<file path="src/rtl/regfile_wport_arb_pkg.sv">
`default_nettype none
// ============================================================================
//  regfile_arb_pkg
//  Shared types and constants for the register-file writeback port arbiter.
//  Revision: 1.0
// ============================================================================
package regfile_arb_pkg;

  typedef struct packed {
    logic [4:0]  addr;
    logic [31:0] data;
  } wb_req_t;

  localparam int         NUM_REQ  = 2;
  localparam logic [4:0] REG_ZERO = 5'd0;

endpackage
`default_nettype wire

</file>
<file path="src/rtl/regfile_wport_arb_if.sv">
`default_nettype none
// ============================================================================
//  regfile_wport_arb_if
//  Writeback request channels, register-file write port, hazard query and
//  conflict counter of the writeback arbiter.
//  Revision: 1.0
// ============================================================================
interface regfile_wport_arb_if #(
  parameter int CNT_W = 16
);

  logic             req0_val;
  logic             req0_rdy;
  logic [4:0]       req0_addr;
  logic [31:0]      req0_data;
  logic             req1_val;
  logic             req1_rdy;
  logic [4:0]       req1_addr;
  logic [31:0]      req1_data;
  logic             rf_wen;
  logic [4:0]       rf_waddr;
  logic [31:0]      rf_wdata;
  logic [4:0]       q_addr;
  logic             q_busy;
  logic [CNT_W-1:0] conflict_cnt;

  modport slave (
    input  req0_val, req0_addr, req0_data,
    input  req1_val, req1_addr, req1_data,
    input  q_addr,
    output req0_rdy, req1_rdy,
    output rf_wen, rf_waddr, rf_wdata,
    output q_busy, conflict_cnt
  );

  modport master (
    output req0_val, req0_addr, req0_data,
    output req1_val, req1_addr, req1_data,
    output q_addr,
    input  req0_rdy, req1_rdy,
    input  rf_wen, rf_waddr, rf_wdata,
    input  q_busy, conflict_cnt
  );

endinterface
`default_nettype wire

</file>
<file path="src/rtl/regfile_wport_arb_wb_buf.sv">
`default_nettype none
// ============================================================================
//  wb_buf
//  One-entry writeback holding buffer with val/rdy fill and grant drain.
//  Revision: 1.0
// ============================================================================
module wb_buf
  import regfile_arb_pkg::*;
(
  input  wire logic    clk,
  input  wire logic    rst,
  input  wire logic    i_fill_val,
  input  wire wb_req_t i_fill,
  output logic         o_fill_rdy,
  input  wire logic    i_grant,
  output logic         o_val,
  output wb_req_t      o_entry,
  output logic         o_filled
);

  logic    r_val;
  wb_req_t r_entry;
  logic    w_acc;

  // A granted entry leaves at this edge, so the slot can be refilled now.
  assign o_fill_rdy = ~rst & (~r_val | i_grant);
  assign w_acc      = i_fill_val & o_fill_rdy;
  assign o_filled   = w_acc & (i_fill.addr != REG_ZERO);

  always_ff @(posedge clk) begin
    if (rst) begin
      r_val   <= 1'b0;
      r_entry <= '0;
    end else if (o_filled) begin
      r_val   <= 1'b1;
      r_entry <= i_fill;
    end else if (i_grant) begin
      r_val   <= 1'b0;
    end
  end

  assign o_val   = r_val;
  assign o_entry = r_entry;

endmodule
`default_nettype wire

</file>
<file path="src/rtl/regfile_wport_arb.sv">
`default_nettype none
// ============================================================================
//  regfile_wport_arb
//  Arbitrates the X-stage ALU (req0) and M-stage load (req1) writebacks onto
//  a single register-file write port through one-entry holding buffers.
//  Build option: REGFILE_WPORT_ARB_RR_EN selects round-robin arbitration;
//  otherwise req1 has fixed priority over req0.
//  Revision: 1.0
// ============================================================================
module regfile_wport_arb
  import regfile_arb_pkg::*;
#(
  parameter int CNT_W = 16
) (
  input  wire logic           clk,
  input  wire logic           rst,
  regfile_wport_arb_if.slave  bus
);

  logic [NUM_REQ-1:0] w_req_val;
  wb_req_t            w_req   [NUM_REQ];
  logic [NUM_REQ-1:0] w_rdy;
  logic [NUM_REQ-1:0] w_val;
  wb_req_t            w_entry [NUM_REQ];
  logic [NUM_REQ-1:0] w_filled;
  logic [NUM_REQ-1:0] w_grant;
  logic [NUM_REQ-1:0] w_nval;
  logic               w_both;
  logic               w_same;

  logic               r_age1;
  logic [CNT_W-1:0]   r_cnt;

  assign w_req_val[0] = bus.req0_val;
  assign w_req_val[1] = bus.req1_val;
  assign w_req[0]     = '{addr: bus.req0_addr, data: bus.req0_data};
  assign w_req[1]     = '{addr: bus.req1_addr, data: bus.req1_data};

  for (genvar gi = 0; gi < NUM_REQ; gi++) begin : g_buf
    wb_buf u_buf (
      .clk        (clk),
      .rst        (rst),
      .i_fill_val (w_req_val[gi]),
      .i_fill     (w_req[gi]),
      .o_fill_rdy (w_rdy[gi]),
      .i_grant    (w_grant[gi]),
      .o_val      (w_val[gi]),
      .o_entry    (w_entry[gi]),
      .o_filled   (w_filled[gi])
    );
  end

  assign bus.req0_rdy = w_rdy[0];
  assign bus.req1_rdy = w_rdy[1];

  assign w_both = w_val[0] & w_val[1];
  assign w_same = (w_entry[0].addr == w_entry[1].addr);

`ifdef REGFILE_WPORT_ARB_RR_EN
  logic r_rr_pri1;

  always_ff @(posedge clk) begin
    if (rst) begin
      r_rr_pri1 <= 1'b0;
    end else if (w_both) begin
      r_rr_pri1 <= w_grant[0];
    end
  end
`endif

  // Same-destination entries must retire oldest-first so the younger value
  // is the one left in the register file.
  always_comb begin
    w_grant = '0;
    if (!rst) begin
      if (w_both) begin
        if (w_same) begin
          w_grant = r_age1 ? 2'b10 : 2'b01;
        end else begin
`ifdef REGFILE_WPORT_ARB_RR_EN
          w_grant = r_rr_pri1 ? 2'b10 : 2'b01;
`else
          w_grant = 2'b10;
`endif
        end
      end else begin
        w_grant = w_val;
      end
    end
  end

  always_comb begin
    bus.rf_wen   = 1'b0;
    bus.rf_waddr = REG_ZERO;
    bus.rf_wdata = 32'd0;
    if (w_grant[1]) begin
      bus.rf_wen   = 1'b1;
      bus.rf_waddr = w_entry[1].addr;
      bus.rf_wdata = w_entry[1].data;
    end else if (w_grant[0]) begin
      bus.rf_wen   = 1'b1;
      bus.rf_waddr = w_entry[0].addr;
      bus.rf_wdata = w_entry[0].data;
    end
  end

  // r_age1 set means buf1 holds the older of the two entries.
  assign w_nval = w_filled | (w_val & ~w_grant);

  always_ff @(posedge clk) begin
    if (rst) begin
      r_age1 <= 1'b0;
    end else if (w_filled[0] && w_filled[1]) begin
      r_age1 <= 1'b1;
    end else if (w_filled[1]) begin
      r_age1 <= ~w_nval[0];
    end else if (w_filled[0]) begin
      r_age1 <= w_nval[1];
    end
  end

  always_ff @(posedge clk) begin
    if (rst) begin
      r_cnt <= '0;
    end else if (w_both && (r_cnt != {CNT_W{1'b1}})) begin
      r_cnt <= r_cnt + {{(CNT_W-1){1'b0}}, 1'b1};
    end
  end

  assign bus.conflict_cnt = r_cnt;

  assign bus.q_busy = ~rst & (bus.q_addr != REG_ZERO) &
                      ((w_val[0] & (w_entry[0].addr == bus.q_addr)) |
                       (w_val[1] & (w_entry[1].addr == bus.q_addr)));

endmodule
`default_nettype wire

</file>
<file path="src/flat_wrapper.sv">
// flat-port wrapper written by rule: the top's interface ports become plain ports
module regfile_wport_arb_flat import regfile_arb_pkg::*;
#(
  parameter int CNT_W = 16
)
  (clk, rst, bus_req0_val, bus_req0_addr, bus_req0_data, bus_req1_val, bus_req1_addr, bus_req1_data, bus_q_addr, bus_req0_rdy, bus_req1_rdy, bus_rf_wen, bus_rf_waddr, bus_rf_wdata, bus_q_busy, bus_conflict_cnt);
  regfile_wport_arb_if #(.CNT_W(CNT_W)) bus_i ();
  input  wire logic clk;
  input  wire logic rst;
  input wire logic [$bits(bus_i.req0_val)-1:0] bus_req0_val;
  input wire logic [$bits(bus_i.req0_addr)-1:0] bus_req0_addr;
  input wire logic [$bits(bus_i.req0_data)-1:0] bus_req0_data;
  input wire logic [$bits(bus_i.req1_val)-1:0] bus_req1_val;
  input wire logic [$bits(bus_i.req1_addr)-1:0] bus_req1_addr;
  input wire logic [$bits(bus_i.req1_data)-1:0] bus_req1_data;
  input wire logic [$bits(bus_i.q_addr)-1:0] bus_q_addr;
  output wire logic [$bits(bus_i.req0_rdy)-1:0] bus_req0_rdy;
  output wire logic [$bits(bus_i.req1_rdy)-1:0] bus_req1_rdy;
  output wire logic [$bits(bus_i.rf_wen)-1:0] bus_rf_wen;
  output wire logic [$bits(bus_i.rf_waddr)-1:0] bus_rf_waddr;
  output wire logic [$bits(bus_i.rf_wdata)-1:0] bus_rf_wdata;
  output wire logic [$bits(bus_i.q_busy)-1:0] bus_q_busy;
  output wire logic [$bits(bus_i.conflict_cnt)-1:0] bus_conflict_cnt;
  assign bus_i.req0_val = bus_req0_val;
  assign bus_i.req0_addr = bus_req0_addr;
  assign bus_i.req0_data = bus_req0_data;
  assign bus_i.req1_val = bus_req1_val;
  assign bus_i.req1_addr = bus_req1_addr;
  assign bus_i.req1_data = bus_req1_data;
  assign bus_i.q_addr = bus_q_addr;
  assign bus_req0_rdy = bus_i.req0_rdy;
  assign bus_req1_rdy = bus_i.req1_rdy;
  assign bus_rf_wen = bus_i.rf_wen;
  assign bus_rf_waddr = bus_i.rf_waddr;
  assign bus_rf_wdata = bus_i.rf_wdata;
  assign bus_q_busy = bus_i.q_busy;
  assign bus_conflict_cnt = bus_i.conflict_cnt;
  regfile_wport_arb #(.CNT_W(CNT_W)) u_core (.clk(clk), .rst(rst), .bus(bus_i));
endmodule
</file>
<file path="config.mk">
export PLATFORM = sky130hd
export DESIGN_NAME = regfile_wport_arb_flat
export DESIGN_NICKNAME = d
export VERILOG_FILES = /design/src/rtl/regfile_wport_arb_pkg.sv /design/src/rtl/regfile_wport_arb_if.sv /design/src/rtl/regfile_wport_arb_wb_buf.sv /design/src/rtl/regfile_wport_arb.sv /design/src/flat_wrapper.sv
export SDC_FILE = /design/constraint.sdc
export NUM_CORES = 1
export LEC_CHECK = 0
export CAP_MARGIN = 30
export CORE_UTILIZATION = 35
export DETAILED_ROUTE_END_ITERATION = 10
export PLACE_DENSITY = 0.59
export SLEW_MARGIN = 10
export SYNTH_ARGS = -nofsm -noshare
export SYNTH_HDL_FRONTEND = slang
export SYNTH_HIERARCHICAL = 1
export SYNTH_SLANG_ARGS = --single-unit
</file>
<file path="constraint.sdc">
create_clock -name clk -period 5.9 [get_ports clk]
set_clock_uncertainty 0.15 [all_clocks]
set_input_delay 0.885 -clock clk [delete_from_list [all_inputs] [get_ports clk]]
set_output_delay 0.885 -clock clk [all_outputs]
set_load 0.005 [all_outputs]
</file>
-- Word-level counts from Yosys, hierarchy flattened
Index checks and enable logic that the tools add are counted.
- reductions and logical operators: 8
- multiplexer cells: 17
- bitwise operators: 21
- add/subtract/negate cells: 1
- equal/unequal tests: 4
- operator list (kind ; number):
    32-bit two-way mux ; 2
    16-bit by 1-bit adder with 16-bit output (second input constant) ; 1
    16-bit inequality test (second input constant) ; 1
    5-bit equality test ; 3
    5-bit nonzero test ; 3
    1-bit bitwise AND ; 11
    5-bit two-way mux ; 2
    1-bit two-way mux ; 9
    2-bit two-way mux ; 4
    1-bit NOT ; 4
    2-bit nonzero test ; 2
    1-bit OR ; 3
    3-bit nonzero test ; 1
    2-bit bitwise AND ; 1
    1-bit logical AND ; 2
    2-bit NOT ; 1
    2-bit OR ; 1
- flip-flop bits (word level): 93

-- Logic depth before layout (Yosys ltp)
Gate-level depths: netlist of run 1.
- depth in word-level cells: 12
- mapped depth: 13

-- Modules after synthesis
Netlist of run 1, hierarchy kept.
- by module, submodules not included (module ; times used ; cells each ; area an instance (sq um)):
    wb_buf ; 2 ; 180 ; 1696.6
    regfile_wport_arb ; 1 ; 186 ; 1534.0

-- Least setup slack after synthesis of run 1
OpenSTA, ideal clock, no wires.
- kind: input -> register
- start: input rst
- end: register u_core.r_age1
- stages: 11
- required time: 5.664 ns
- path buffers: 3
- path slack: 2.659 ns
- arrival time: 3.005 ns
- cells stage by stage: nor2b_1 > clkbuf_1 > clkbuf_1 > and2_1 > nand2b_1 > nand3_1 > buf_2 > nor2_1 > inv_1 > or4_1 > a211oi_1
- longest elaborated chain between the ends: 9
- ends and longest elaborated chain (what ; line ; source):
    start: declaration ; flat_wrapper.sv:9 ; input wire logic rst;
    2-bit two-way mux * ; regfile_wport_arb.sv:75 ; if (!rst) begin
    net u_core.w_grant[0] ; regfile_wport_arb.sv:26 ; logic [NUM_REQ-1:0] w_grant;
    1-bit OR * ; regfile_wport_arb_wb_buf.sv:26 ; assign o_fill_rdy = ~rst & (~r_val | i_grant);
    1-bit bitwise AND * ; regfile_wport_arb_wb_buf.sv:26 ;
    1-bit bitwise AND * ; regfile_wport_arb_wb_buf.sv:27 ; assign w_acc = i_fill_val & o_fill_rdy;
    1-bit bitwise AND * ; regfile_wport_arb_wb_buf.sv:28 ; assign o_filled = w_acc & (i_fill.addr != REG_ZERO);
    net u_core.w_filled[0] ; regfile_wport_arb.sv:25 ; logic [NUM_REQ-1:0] w_filled;
    2-bit OR ; regfile_wport_arb.sv:108 ; assign w_nval = w_filled | (w_val & ~w_grant);
    1-bit NOT ; regfile_wport_arb.sv:116 ; r_age1 <= ~w_nval[0];
    1-bit two-way mux ; regfile_wport_arb.sv:115 ; end else if (w_filled[1]) begin
    1-bit two-way mux ; regfile_wport_arb.sv:113 ; end else if (w_filled[0] && w_filled[1]) begin
    end signal: assignment ; regfile_wport_arb.sv:116 ;
    end signal: assignment ; regfile_wport_arb.sv:118 ; r_age1 <= w_nval[1];
    end: declaration ; regfile_wport_arb.sv:31 ; logic r_age1;
The timed path passes the listed nets; every way through them passes the cells marked *. The select of a mux whose other input is x is not followed.
A chain may end at the register's enable or synchronous reset.

-- Worst setup path in the final report of run 1
- start: input rst
- end: output bus_req1_rdy
- longest elaborated chain between the ends: 3
- ends and longest elaborated chain (what ; line ; source):
    2-bit two-way mux ; regfile_wport_arb.sv:75 ;
    1-bit OR ; regfile_wport_arb_wb_buf.sv:26 ;
    1-bit bitwise AND * ; regfile_wport_arb_wb_buf.sv:26 ;
    end: declaration ; flat_wrapper.sv:18 ; output wire logic [$bits(bus_i.req1_rdy)-1:0] bus_req1_rdy;
Mark *: on every way between the ends. The rest lies on a longest branch, timed or not.

==> results of run 1 <==
[cells in the mapped netlist, types with 7 or more instances]
library cell,count,area share
a21oi_1,48,0.049
a21oi_2,40,0.071
a32o_1,37,0.075
buf_1,7,0.0053
buf_2,14,0.014
buf_4,8,0.012
clkbuf_1,14,0.011
dfxtp_1,93,0.38
nand2_1,18,0.014
nand3_1,75,0.076
nor2_1,11,0.0084
o21ai_0,37,0.038
o21ai_2,40,0.071
or3_1,8,0.010
or4_1,8,0.012
xor2_1,13,0.023
[area by class of cell]
type | instances | area (µm²) | share of cell area
Timing Repair Buffer | 149 | 1510 | 0.229
Clock buffer | 11 | 253 | 0.0382
Sequential cell | 93 | 1860 | 0.282
Multi-Input combinational cell | 391 | 2680 | 0.405
Clock inverter | 5 | 57.6 | 0.00871
Inverter | 7 | 26.3 | 0.00398
Tap cell | 176 | 220 | 0.0333
[kinds of logic (layout without fill, tap and decap cells)]
| group | after synthesis | after routing | share of synthesized area |
|---|---|---|---|
| compound gates | 221 | 221 | 0.331 |
| simple gates | 151 | 151 | 0.166 |
| flops | 93 | 93 | 0.378 |
| buf+inv | 62 | 172 | 0.0889 |
| xor+xnor | 16 | 16 | 0.0284 |
| mux | 2 | 2 | 0.00457 |
| fa+ha+maj | 1 | 1 | 0.00254 |
[power by group through the flow]
stage	Clock (W)	Combinational [W]	Sequential, W
after global placement	0	0.000208	0.000692
after CTS	0.000624	0.000215	0.000678
after floorplan	0	0.000125	0.000683
after global routing	0.000641	0.000236	0.000681
final	0.000603	0.000218	0.000678
after detailed placement	0	0.000214	0.000692
[worst max-delay path, stage by stage]
cell	delay (ns)
buf_4	0.27
a311oi_4	0.74
buf_4	0.42
nor2b_1	0.14
nor2_1	0.13
clkdlybuf4s50_1	0.52
[sequential cells by signal, indices dropped and copies added, names as in the netlist]
signal	flops
u_core/g_buf.u_buf/o_entry	74
u_core/bus.conflict_cnt	16
u_core/g_buf.u_buf/o_val	2
u_core/r_age1	1
[metrics by stage]
| stage | area (µm²) | hold WS, ns | power [W] | setup WS, ns |
|---|---|---|---|---|
| floorplan | 4930 | 0.297 | 0.000808 | 2.66 |
| global placement | 6230 | 0.305 | 0.000900 | 1.81 |
| CTS | 6580 | 0.318 | 0.00152 | 1.56 |
| global route | 6610 | 0.334 | 0.00156 | 1.59 |
| detailed placement | 6270 | 0.306 | 0.000906 | 1.71 |
| finish | 6610 | 0.316 | 0.00150 | 1.77 |
[worst max path at each step]
stage                                                         startpoint                          to  slack, ns  cells after the start
after floorplan                                                      rst  u_core/r_age1$_SDFFE_PP0P_       2.66                     11
after global placement                                               rst                bus_req1_rdy       1.81                      6
after detailed placement                                             rst  u_core/r_age1$_SDFFE_PP0P_       1.71                      9
after CTS                 u_core/g_buf[0].u_buf/o_entry[35]$_SDFFE_PP0P_                bus_req0_rdy       1.56                      7
after global routing                                                 rst                bus_req1_rdy       1.59                      6
final                                                                rst                bus_req1_rdy       1.77                      6
[per-layer routing]
metal | vias up | global-route usage | part of all wire
met4 | 0 | 0.0478 | 0.0097
li1 | 2265 | - | -
met5 | - | 0 | 0
met1 | 2242 | 0.261 | 0.44
met2 | 173 | 0.341 | 0.46
met3 | 10 | 0.0736 | 0.090
==> impl_metrics.tcl, run 1 <==
set metrics [dict create \
    reg2reg_to "u_core/r_age1$_SDFFE_PP0P_" \
    power.share.combinational 0.145 \
    cts-root-buf "clkbuf_16" \
    hold_depth 2 \
    final_common_cell "clkdlybuf4s50_1" \
    synth_warnings 6 \
    fp.dieH_um 121 \
    wl_per_cell_um 18.0 \
    cts_buffers 9 \
    ios 140 \
    slew_violations 0 \
    rsz0062_at_grt "no" \
    routabilityCongestion 0.849 \
    worst_pin_slew_ns 0.956 \
    end_kind "output pin" \
    grt_pass1_vias 4603 \
    clk_pin_slew_worst_paths_ns 0.07 \
    port_buffers 139 \
    setup_viol 0 \
    layout.cells.non_filler 832 \
    rows 42 \
    drtIter0Drc 266 \
    p_int_w 0.00111 \
    synth_edf_count 0 \
    synthCells 546 \
    ys_ff_latch 93 \
    arrival_ns 3.10 \
    post_cts_resized 0 \
    grt-ovfl-total 0 \
    synth_area_per_cell_um2 9.02 \
    clock_sinks 93 \
    grt_usage 0.208 \
    fin_crit_sh 0.701 \
    cts_buffer_depth 2 \
    die_w_um 121 \
    antenna_found_initial 0 \
    vdd_ir_drop_max_uv 153 \
    grt_pass1_wl_um 23700 \
    netlist-cell-type-count 45 \
    cts_max_level 3 \
    core_area_mm2 0.0135 \
    regToRegStartpoint "u_core/g_buf[0].u_buf/o_entry[34]$_SDFFE_PP0P_" \
    die_area_mm2 0.0146 \
    power.density_mw_per_mm2 227 \
    hold_violations 0 \
    netlist_area_mm2 0.00493 \
    syn_nets 630 \
    totalWireLength_um 14900 \
    cts_setup_buffers 0 \
    firstDrtPassIters 5 \
    finalCriticalPeriod_ns 4.13 \
    cp_data_required_time_ns 4.87 \
    holdBufCountCts 0 \
    maxSlewHeadroom 0.361 \
    p_sw_frac 0.258 \
    dp.cells 815 \
    antenna_left 0 \
    rr_worst_depth 10 \
    critPathLaunchType "input port" \
    diodes 0 \
    p_leak_nw 2.09 \
    final_layout_size_suffix_gt1_frac 0.184 \
    syn2layout_area_growth_pct 34.2 \
    grt_max_degree 58 \
    hp-start "u_core/g_buf[1].u_buf/o_entry[17]$_SDFFE_PP0P_" \
    dr_total_vias 4690 \
    setup.worst_path.class "input port to output pin" \
    ys.flop_type "dfxtp_1" \
    setup_tns_ns 0 \
    switching_power_w 0.000387 \
    max_freq_mhz 242 \
    clkPwrFrac 0.402 \
    seq_area_frac_synth 0.378 \
    status "completed" \
    filler_cell_count 1266 \
    synthArstFlopShare 0 \
    clkLatencyLatePin_ns 0.35 \
    final_cell_mix "clkdlybuf4s50_1, dfxtp_1, nand3_1, a21oi_1" \
    hpwl_um 10200 \
    pwr-share-seq 0.452 \
    drc 0 \
    drv_cap 0 \
    cts_tree "done" \
    fin_nets 735 \
    worstPathMaxFanout 45 \
    r2r_slack_ns 2.14 \
    hold_path.class "register to register" \
    start_util 0.365 \
    fin_util 0.489 \
    routed_via_density 5.64 \
    min_to "u_core/g_buf[1].u_buf/o_entry[17]$_SDFFE_PP0P_" \
]
No activity file was read; power rests on OpenSTA's default activity.
==> run 2, diff against run 1 <==
Clock period 5.9 ns to 4.25 ns, I/O delays scaled along.
==> run 2 against run 1 <==
Compared with the run above: non-clock buffer count up 2; wire length rose by 2.2%; global-route usage up 0.88 points; register-to-register slack lost 1.2 ns; first-iteration DRC count increased by 37%; core utilization fell by 0.12 points; combinational power is 39% higher; critical path type is now register to output pin; critical endpoint is now bus_rf_wdata[6]; highest routed layer unchanged.
==> impl_metrics.tcl, run 2 (synthesized netlist as in run 1, its figures left out) <==
set metrics [dict create \
    status "completed" \
    fin_ws_ns 0.393 \
    hold_violations 0 \
    worstPathMaxFanout 22 \
    setup_viol 0 \
    wl_per_cell_um 18.3 \
    maxSlewHeadroom 0.493 \
    totalWireLength_um 15300 \
    cts-root-buf "clkbuf_16" \
    fin_nets 737 \
    grt_pass1_wl_um 24500 \
    post_cts_resized 0 \
    routed_via_density 5.66 \
    antenna_found_initial 0 \
    clock_sinks 93 \
    cts_buffer_depth 2 \
    cp_data_required_time_ns 3.46 \
    rows 42 \
    clkLatencyLatePin_ns 0.35 \
    dpl_cell_area_mm2 0.00630 \
    drc 0 \
    final_common_cell "clkdlybuf4s50_1" \
    fin_crit_sh 0.908 \
    antenna_left 0 \
    stdcell_area_mm2 0.00659 \
    setup_tns_ns 0 \
    finalCriticalPeriod_ns 3.86 \
    clk_pin_slew_worst_paths_ns 0.06 \
    final_layout_size_suffix_gt1_frac 0.184 \
    setup.worst_path.class "register to output pin" \
    routabilityCongestion 0.841 \
    critPathLaunchType "register" \
    worst_pin_slew_ns 0.761 \
    rsz0062_at_grt "no" \
    power.density_mw_per_mm2 312 \
    die_area_mm2 0.0146 \
    fp.dieH_um 121 \
    cts_setup_buffers 0 \
    end_kind "output pin" \
    place_ws_ns 0.754 \
    cts_max_level 3 \
    port_buffers 139 \
    cts_tree "done" \
    core_area_mm2 0.0135 \
    drtIter0Drc 365 \
    grt-ovfl-total 0 \
    final_cell_mix "clkdlybuf4s50_1, dfxtp_1, nand3_1, a21oi_1" \
    max_freq_mhz 259 \
    grt_usage 0.217 \
    cts_buffers 9 \
    hpwl_um 10200 \
    dr_total_vias 4722 \
    hold_path.class "register to register" \
    ios 140 \
    diodes 0 \
    die_w_um 121 \
    vdd_ir_drop_max_uv 155 \
    drv_cap 0 \
    grt_max_degree 54 \
    holdBufCountCts 0 \
    arrival_ns 3.07 \
    largest_reg_flops 74 \
    slew_violations 0 \
    syn2layout_area_growth_pct 33.8 \
    p_total_w 0.00206 \
    firstDrtPassIters 5 \
    grt_pass1_vias 4651 \
    start_util 0.365 \
    p_leak_nw 2.08 \
]
==> run 2: cell count changes in the layout (fill, tap and decap cells not counted), sizes merged <==
cell      before  now
buf           11   13
inv            8    7
clkinv         3    2
clkinvlp       0    1
clkbuf        11   12
==> run 2: worst max-delay path, cell delays in order, from the launching register on <==
cell	delay [ns]
dfxtp_1	0.34
xor2_1	0.18
or4_1	0.62
o21ai_4	0.47
buf_4	0.37
a32o_1	0.23
clkdlybuf4s50_1	0.51
==> run 2: worst paths after layout <==
check                                                                     from                                        endpoint  slack, ns  cells after the start
worst max register to register  u_core/g_buf[0].u_buf/o_entry[34]$_SDFFE_PP0P_                      u_core/r_age1$_SDFFE_PP0P_       0.93                     10
worst min-delay path            u_core/g_buf[0].u_buf/o_entry[13]$_SDFFE_PP0P_  u_core/g_buf[0].u_buf/o_entry[13]$_SDFFE_PP0P_       0.32                      2
worst min register to register  u_core/g_buf[0].u_buf/o_entry[13]$_SDFFE_PP0P_  u_core/g_buf[0].u_buf/o_entry[13]$_SDFFE_PP0P_       0.32                      2
worst max-delay path            u_core/g_buf[0].u_buf/o_entry[35]$_SDFFE_PP0P_                                 bus_rf_wdata[6]       0.39                      6
==> run 2: area by class of cell <==
type / instances / area (µm²)
multi-input combinational: 391 / 2680
clock buffer: 12 / 246
sequential: 93 / 1860
inverter: 7 / 26.3
timing repair buffer: 151 / 1510
fill: 1289 / 6910
clock inverter: 4 / 47.5
tap: 176 / 220
==> run 2: routing by layer <==
metal  part of all wire  GRT usage  wire length (µm)
met1               0.44      0.269              6690
met2               0.46      0.349              7050
met5                  0          0                 0
met3              0.086     0.0788              1310
met4              0.015     0.0664               231
==> run 2: where the power goes <==
group | total, W | internal, W | switching (W)
Combinational | 0.000302 | 0.000145 | 0.000157
Sequential | 0.000941 | 0.000908 | 0.0000329
Clock | 0.000815 | 0.000471 | 0.000344
==> run 2: metrics by stage <==
step                utilization  instances  hold slack, ns
floorplan                     -        546           0.297
global route              0.488        834           0.330
global placement          0.464        817           0.304
finish                    0.488        834           0.316
detailed placement        0.466        818           0.309
CTS                       0.488        834           0.318
==> run 3, diff against run 2 <==
Settings changed: TNS_END_PERCENT set to 20.
==> results of run 3 <==
Final layout, timing and power as in run 2 (identical DEF).
